[src/rtl/dmem_arb_pkg.sv]
// -----------------------------------------------------------------------------
// dmem_arb_pkg
//   Shared types and constants for the two-master data-memory arbiter.
//   - arb_state_e : bus ownership state (FREE, LOCK0, LOCK1)
//   - M0 / M1     : master identifiers as stored in the read-return tag
//   - ACT / IDLE  : levels of the RAM's active-low control pins
//   - pick_grant  : one-cycle grant decision, returned as {m1_gnt, m0_gnt}
// -----------------------------------------------------------------------------
package dmem_arb_pkg;

   typedef enum logic [1:0] {
      FREE  = 2'd0,
      LOCK0 = 2'd1,
      LOCK1 = 2'd2
   } arb_state_e;

   localparam logic M0 = 1'b0;
   localparam logic M1 = 1'b1;

   localparam logic ACT  = 1'b0;
   localparam logic IDLE = 1'b1;

   // Master 0 normally wins. Master 1 wins when it is alone, or when it has
   // been denied long enough to be marked starved. A locked bus only serves
   // its owner; the other master waits regardless of starvation.
   function automatic logic [1:0] pick_grant(
      input arb_state_e state,
      input logic       m0_req,
      input logic       m1_req,
      input logic       m1_starved
   );
      logic [1:0] gnt;
      gnt = 2'b00;
      case (state)
         LOCK0:   gnt = {1'b0, m0_req};
         LOCK1:   gnt = {m1_req, 1'b0};
         default: begin
            if (m1_req && (m1_starved || !m0_req)) begin
               gnt = 2'b10;
            end else if (m0_req) begin
               gnt = 2'b01;
            end
         end
      endcase
      return gnt;
   endfunction

endpackage

[src/rtl/dmem_arbiter.sv]
// -----------------------------------------------------------------------------
// dmem_arbiter
//   Two-master arbiter and sequencer for one RAM2Kx32. At most one access is
//   issued per cycle; read data comes back one cycle after its grant.
//   Master 0 has fixed priority, master 1 is forced through after STARVE_MAX
//   consecutive denied cycles, and a master may lock the bus for multi-word
//   sequences, bounded to LOCK_MAX cycles.
//
// Ports
//   clk, rst                 clock, synchronous active-high reset
//   mX_req/we/lock           request, 1 = write, keep ownership after access
//   mX_addr/wdata            word address and write data (held while waiting)
//   mX_gnt                   combinational grant; access issues at this edge
//   mX_rvalid/rdata          read return one cycle after a read grant
//   mem_cen/wen/oen          RAM controls, active-low
//   mem_a/mem_d/mem_q        RAM address, write data, read data
// -----------------------------------------------------------------------------
module dmem_arbiter
   import dmem_arb_pkg::*;
#(
   parameter int ADDR_W     = 11,
   parameter int DATA_W     = 32,
   parameter int STARVE_MAX = 8,
   parameter int LOCK_MAX   = 16
) (
   input  logic              clk,
   input  logic              rst,
   input  logic              m0_req,
   input  logic              m0_we,
   input  logic              m0_lock,
   input  logic [ADDR_W-1:0] m0_addr,
   input  logic [DATA_W-1:0] m0_wdata,
   output logic              m0_gnt,
   output logic              m0_rvalid,
   output logic [DATA_W-1:0] m0_rdata,
   input  logic              m1_req,
   input  logic              m1_we,
   input  logic              m1_lock,
   input  logic [ADDR_W-1:0] m1_addr,
   input  logic [DATA_W-1:0] m1_wdata,
   output logic              m1_gnt,
   output logic              m1_rvalid,
   output logic [DATA_W-1:0] m1_rdata,
   output logic              mem_cen,
   output logic              mem_wen,
   output logic              mem_oen,
   output logic [ADDR_W-1:0] mem_a,
   output logic [DATA_W-1:0] mem_d,
   input  logic [DATA_W-1:0] mem_q
);

   localparam int SW = $clog2(STARVE_MAX + 1);
   localparam int LW = $clog2(LOCK_MAX + 1);
   localparam logic [SW-1:0] STARVE_TOP = SW'(STARVE_MAX);
   // A lock is released on the edge that would take the cycle count to
   // LOCK_MAX, so the owner holds the bus for exactly LOCK_MAX cycles.
   localparam logic [LW-1:0] LOCK_LAST  = LW'(LOCK_MAX - 1);

   arb_state_e        state_q, state_d;
   logic [SW-1:0]     starve_cnt_q, starve_cnt_d;
   logic [LW-1:0]     lock_cnt_q, lock_cnt_d;
   logic              rd_pend_q, rd_pend_d;
   logic              rd_id_q, rd_id_d;

   logic [1:0]        gnt;
   logic              gnt_any;
   logic              gnt_id;
   logic              gnt_we;
   logic              gnt_lock;
   logic              lock_expire;

   // ---------------------------------------------------------------------------
   // Grant and RAM drive (combinational, same cycle as the request)
   // ---------------------------------------------------------------------------
   // NOTE: every signal written here gets a default first, so no path leaves
   // it unassigned and no latch is inferred.
   always_comb begin : grant_and_drive
      gnt = 2'b00;
      // Grants are held low during reset even with requests present.
      if (!rst) begin
         gnt = pick_grant(state_q, m0_req, m1_req, starve_cnt_q == STARVE_TOP);
      end

      gnt_any  = |gnt;
      gnt_id   = gnt[1] ? M1 : M0;
      gnt_we   = gnt[1] ? m1_we   : m0_we;
      gnt_lock = gnt[1] ? m1_lock : m0_lock;

      mem_cen = IDLE;
      mem_wen = IDLE;
      mem_a   = '0;
      mem_d   = '0;
      if (gnt_any) begin
         mem_cen = ACT;
         mem_wen = gnt_we ? ACT : IDLE;
         mem_a   = gnt[1] ? m1_addr  : m0_addr;
         mem_d   = gnt[1] ? m1_wdata : m0_wdata;
      end
   end

   assign m0_gnt = gnt[0];
   assign m1_gnt = gnt[1];

   // ---------------------------------------------------------------------------
   // Ownership, starvation and read-return bookkeeping
   // ---------------------------------------------------------------------------
   always_comb begin : next_state
      state_d     = state_q;
      lock_cnt_d  = lock_cnt_q;
      lock_expire = (state_q != FREE) && (lock_cnt_q == LOCK_LAST);

      case (state_q)
         FREE: begin
            lock_cnt_d = '0;
            if (gnt_any && gnt_lock) begin
               state_d = (gnt_id == M1) ? LOCK1 : LOCK0;
            end
         end
         LOCK0, LOCK1: begin
            lock_cnt_d = lock_cnt_q + 1'b1;
            // Only the owner can be granted here, so any grant is the owner's.
            // Timeout wins over a lock=1 access in the same cycle.
            if (lock_expire || (gnt_any && !gnt_lock)) begin
               state_d    = FREE;
               lock_cnt_d = '0;
            end
         end
         default: begin
            state_d    = FREE;
            lock_cnt_d = '0;
         end
      endcase

      // Counts consecutive denied m1 cycles, also while m0 holds a lock.
      starve_cnt_d = '0;
      if (m1_req && !m1_gnt) begin
         starve_cnt_d = (starve_cnt_q == STARVE_TOP) ? STARVE_TOP
                                                     : starve_cnt_q + 1'b1;
      end

      rd_pend_d = gnt_any && !gnt_we;
      rd_id_d   = rd_pend_d ? gnt_id : rd_id_q;
   end

   // NOTE: sequential state uses non-blocking assignments so every flop
   // samples its _d value from before this edge, independent of block order.
   always_ff @(posedge clk) begin
      if (rst) begin
         state_q      <= FREE;
         starve_cnt_q <= '0;
         lock_cnt_q   <= '0;
         rd_pend_q    <= 1'b0;
         rd_id_q      <= M0;
      end else begin
         state_q      <= state_d;
         starve_cnt_q <= starve_cnt_d;
         lock_cnt_q   <= lock_cnt_d;
         rd_pend_q    <= rd_pend_d;
         rd_id_q      <= rd_id_d;
      end
   end

   // ---------------------------------------------------------------------------
   // Read return: gated by rst so a read pending across reset is dropped.
   // ---------------------------------------------------------------------------
   assign m0_rvalid = !rst && rd_pend_q && (rd_id_q == M0);
   assign m1_rvalid = !rst && rd_pend_q && (rd_id_q == M1);
   assign mem_oen   = (!rst && rd_pend_q) ? ACT : IDLE;
   assign m0_rdata  = mem_q;
   assign m1_rdata  = mem_q;

endmodule

[config.mk]
export PLATFORM = sky130hd
export DESIGN_NAME = dmem_arbiter
export DESIGN_NICKNAME = d
export VERILOG_FILES = /design/src/rtl/dmem_arb_pkg.sv /design/src/rtl/dmem_arbiter.sv
export SDC_FILE = /design/constraint.sdc
export NUM_CORES = 1
export LEC_CHECK = 0
export ABC_AREA = 1
export BUFFER_PORTS_ARGS = -buffer_cell sky130_fd_sc_hd__buf_2
export CORE_AREA = 2 2 93 95
export DETAILED_ROUTE_END_ITERATION = 8
export DIE_AREA = 0 0 95 97
export PLACE_DENSITY = 0.67
export SETUP_SLACK_MARGIN = 0.02
export SKIP_LAST_GASP = 1
export SYNTH_ARGS = -nofsm -noshare
export SYNTH_HDL_FRONTEND = slang
export SYNTH_SLANG_ARGS = --single-unit
export TNS_END_PERCENT = 20
[constraint.sdc]
create_clock -name clk -period 2.2 [get_ports clk]
set_input_delay 0.22 -clock clk [delete_from_list [all_inputs] [get_ports clk]]
set_output_delay 0.22 -clock clk [all_outputs]
set_load 0.1 [all_outputs]
# Word-level counts from Yosys, hierarchy flattened
# Cells that the tools add are included.
[totals]
regBits = 13
out_inout_bits = 114
word_cells = 61
[classes]
add_sub_neg = 2
n_eq_ne = 6
mux = 20
n_bitwise = 3
n_reduce_logical = 24
[op_table]
columns = ["op", "count"]
rows = [
  ["2-to-1 mux 32 bit", 2],
  ["2-to-1 mux 11 bit", 2],
  ["2-to-1 mux 2 bit", 5],
  ["logical AND 1 bit", 9],
  ["2-to-1 mux 1 bit", 8],
  ["one-hot mux 2 bit (2 select lines)", 2],
  ["OR reduction 2 bit", 3],
  ["OR reduction 3 bit", 2],
  ["adder 5 x 1 -> 5 bit (second input constant)", 1],
  ["equality test 5 x 4 -> 1 bit (second input constant)", 1],
  ["logical NOT 1 bit", 5],
  ["adder 4 x 1 -> 4 bit (second input constant)", 1],
  ["equality test 4 bit (second input constant)", 1],
  ["2-to-1 mux 4 bit", 1],
  ["!= test 2 bit (second input constant)", 2],
  ["NOT 1 bit", 3],
  ["equality test 2 x 1 -> 1 bit (second input constant)", 1],
  ["equality test 2 bit (second input constant)", 1],
  ["logical NOT 2 bit", 1],
  ["logical OR 1 bit", 2],
  ["AND reduction 2 bit", 1],
  ["nonzero test 2 bit", 1],
]

# Depth between registers and ports, before layout
[depth]
ltp_word = 12
ltp_mapped = 15
ltp_nobuf = 14

# Least setup slack after synthesis
# Ideal clock, no wire load.
[synth_path]
path_kind = "register -> output"
startpoint = "register state_q[0]"
endpoint = "output port mem_wen"
arrival_ns = 2.594
slack_ns = -0.614
path_stages_with_launch = 10
n_path_buf = 1
cell_sequence = "dfxtp_1 inv_1 ha_1 inv_1 nand2_2 nand2_2 nand2_2 buf_6 inv_1 or2_1"
[synth_via]
elab_chain_cells = 6
elab_cells_between_ends = 8
classes_between = "2 x eq/ne; 5 x mux; 1 x reduce/logical"
[synth_lines]
columns = ["element", "line", "rtl"]
rows = [
  ["from (decl)", "dmem_arbiter.sv:59", "arb_state_e state_q, state_d;"],
  ["from (signal assigned)", "dmem_arbiter.sv:155", "state_q <= state_d;"],
  ["equality test 2 bit or equality test 2 x 1 -> 1 bit (tied branches)", "dmem_arb_pkg.sv:34", "case (state)"],
  ["one-hot mux 2 bit (2 select lines) (*)", "dmem_arb_pkg.sv:34", ""],
  ["2-to-1 mux 2 bit (*)", "dmem_arbiter.sv:80", "if (!rst) begin"],
  ["2-to-1 mux 1 bit", "dmem_arbiter.sv:86", "gnt_we = gnt[1] ? m1_we : m0_we;"],
  ["2-to-1 mux 1 bit", "dmem_arbiter.sv:95", "mem_wen = gnt_we ? ACT : IDLE;"],
  ["2-to-1 mux 1 bit (*)", "dmem_arbiter.sv:93", "if (gnt_any) begin"],
  ["to (decl)", "dmem_arbiter.sv:45", "output logic mem_wen,"],
]
# Mark *: on every way between the ends. The rest lies on a longest branch, timed or not.

# Worst setup path in the final report
# Ends and elaborated chain as after synthesis.

==> qor.yml <==
ios: 240
multi_input_area_sq_um: 1170
required_ns: 1.98
via_per_inst: 4.18
drive_above_1_share_pct: 45.4
grt_pass1_vias: 2368
period_share_pct: 101
max_slew.worst_pin.slew_ns: 0.488
synth_seq_cells: 13
synthFlopType: "dfxtp_1"
fmax_mhz: 450
path_cells: "inv_4, ha_4, a21oi_4, nand2_8, clkinv_8, buf_12, o21ai_1, or2_4, buf_12"
clkSinkCount: 13
violations: "setup timing"
num_vias: 2468
wl_per_cell_um: 13.7
slowest_stage: "dfxtp_2"
critPathMaxFanout: 7
clock_skew_ns: 0.00344
area_delta_synth_final_pct: 67.7
synth_most_common_cell: "nand2_1"
cts_root_buf: "clkbuf_8"
synth_area_leaders: "nand2_1 34%, buf_4 23%, dfxtp_1 12%"
final-seq-area_sq_um: 268
synth_area_sq_um: 2140
cpMostUsedCell: "buf_12"
slowest_delay_ns: 0.36
reg2regPathDepth: 12
crit_buf_inv: 4
status: "complete, but fails checks"
cts_max_level: 1
synth_commonest_cells: "192 x nand2_1, 65 x buf_4, 60 x inv_1"
die_area_sq_um: 9220
fin_total_pwr_mw: 7.34
post_dp_cell_area_sq_um: 3280
nNetsFinal: 619
fin_ws_ns: -0.0238
clkLatencyLatePin_ns: 0.25
maxCapViolCount: 0
syn_nets: 528
port-buffer-count: 143
grt_setup_unrepaired: "yes"
netlist_instances: 395
yosysSeqAreaShare_pct: 12.2
clk_pin_slew_worst_paths_ns: 0.06
gr-total-overflow: 0
worstSetupStartpointType: "flip-flop"
antenna_found_initial: 1
final_core_util_pct: 44.1
synth_warnings: 0
finalHoldViolations: 0
period_minus_slack_ns: 2.22
grt_usage_pct: 15.6
wl_mm: 8.10
yosysTopAreaCell: "nand2_1"
tritoncts.num_buffers: 3
yosys.cell_types.count: 27
synth_edf_count: 0
cts_tree: "built"
drt_iter0_markers: 68
power_density_nw_per_um2: 2050
clockBufferDepth: 2
first_pass_iters: 4
ant_nets: 0
core_sq_um: 8130
endpoint_kind: "primary output"
worstSetupPathType: "reg2out"
irDropWorstVdd_mv: 1.23
drv_slew: 0
cp.arrival_ns: 2.00
die_y_um: 97
fin_area_sq_um: 3590
syn_area_per_cell_sq_um: 5.42
place_ws_ns: 0.119
start_util_pct: 26.3
dieWidth_um: 95
grt_first_pass_wirelength_mm: 11.5
row_count: 33
worstHoldPathType: "in2reg"
hpwl_mm: 6.34
insertedDiodeCount: 0
gp_congestion: 0.802
holdPathStages: 2
synth.top_cell.area_share_pct: 33.7
synth_async_sr_flop_share_pct: 0
setup_violations: 2
grt_max_degree: 26
path_depth: 9
leakagePower_nw: 2.03
slew_headroom_pct: 67.7
drc: 0
hold_buffers: 0
final.fill_count: 834
critPathTopFamily: "buffers and inverters"
[area by class of cell]
| type | instances | share of cell area [%] |
|---|---|---|
| clock buffer | 3 | 1.15 |
| clock inverter | 1 | 0.140 |
| inverter | 62 | 7.95 |
| multi-input combinational | 242 | 32.5 |
| sequential | 13 | 7.46 |
| tap | 105 | 3.66 |
| timing repair buffer | 164 | 47.1 |
[power by group]
group          internal, mW  switching [mW]  total (mW)
clock                 0.125          0.0934       0.219
sequential            0.284          0.0386       0.323
combinational          2.39            4.40        6.80
total                  2.80            4.53        7.34
[state kept, by name, indices dropped and copies added (netlist names)]
| name | flops |
|---|---|
| lock_cnt_q | 5 |
| rd_pend_q | 1 |
| starve_cnt_q | 4 |
| state_q | 2 |
| rd_id_q | 1 |
[what timing repair did]
| action | in CTS | in global routing |
|---|---|---|
| pin swaps | 3 | 6 |
| gates cloned | 1 | 2 |
| hold endpoints to repair | 0 | 0 |
| endpoints found under the setup margin | 44 | 44 |
| resized for setup | 12 | 26 |
| buffers inserted | 7 | 5 |
[routing by layer]
| metal | global-route usage (%) | part of all wire, % | vias to the layer above |
|---|---|---|---|
| met5 | 0 | 0.11 | - |
| met4 | 4.46 | 1.6 | 2 |
| met3 | 3.35 | 8.1 | 19 |
| met2 | 30.2 | 54 | 140 |
| met1 | 16.3 | 36 | 1051 |
| li1 | - | - | 1256 |
[through the flow]
stage	instances	hold WS (ns)	setup TNS, ns
final	590	0.229	-0.0394
after global routing	590	0.228	-2.72
after CTS	584	0.217	0
after detailed placement	572	0.418	0
after global placement	572	0.411	0
after floorplan	395	0.289	-0.0611
[logic make-up (layout without fill, tap and decap cells)]
family | count (synthesis) | in the layout | share of synthesized area, %
XOR/XNOR | 3 | 3 | 1.23
AND/OR/NAND/NOR | 226 | 226 | 42.2
flip-flops | 13 | 13 | 12.2
AO/OA/AOI/OAI | 6 | 6 | 1.58
adder cells (fa/ha/maj) | 7 | 7 | 4.09
buffers and inverters | 140 | 230 | 38.8
[worst paths after layout]
check	slack, ns	endpoint	from
max	-0.02	mem_wen	state_q[0]$_SDFFE_PP0P_
min	0.23	rd_id_q$_SDFFE_PP0P_	rst
max reg2reg	0.30	state_q[1]$_SDFFE_PP0P_	state_q[0]$_SDFFE_PP0P_
min reg2reg	0.42	starve_cnt_q[0]$_SDFF_PP0_	starve_cnt_q[0]$_SDFF_PP0_
[worst reg2reg max path: stages, from the launching register on]
cell,delay [ns]
dfxtp_2,0.36
inv_4,0.06
ha_4,0.26
a21oi_4,0.22
nand2_8,0.13
buf_4,0.16
buf_4,0.14
nand2_1,0.05
nand2_1,0.05
nand2_1,0.07
nand2_1,0.10
a21oi_1,0.15
nor2_1,0.06
[cells in the final DEF (no fill, tap or decap), types with 2 or more instances in the layout]
cell / netlist / routed
nand2_1: 192 / 183
buf_2: 7 / 97
buf_12: 0 / 53
inv_1: 60 / 37
inv_2: 2 / 13
nor2_1: 15 / 13
buf_4: 65 / 11
clkinvlp_4: 0 / 10
nand2_2: 3 / 9
dfxtp_1: 13 / 9
nand3_1: 6 / 6
nand2_4: 2 / 4
a21oi_1: 4 / 4
ha_1: 7 / 4
ha_4: 0 / 3
clkbuf_8: 1 / 3
dfxtp_2: 0 / 3
nor2_4: 0 / 2
xnor2_1: 2 / 2
clkbuf_16: 0 / 2
(Power assumes the default switching activity.)
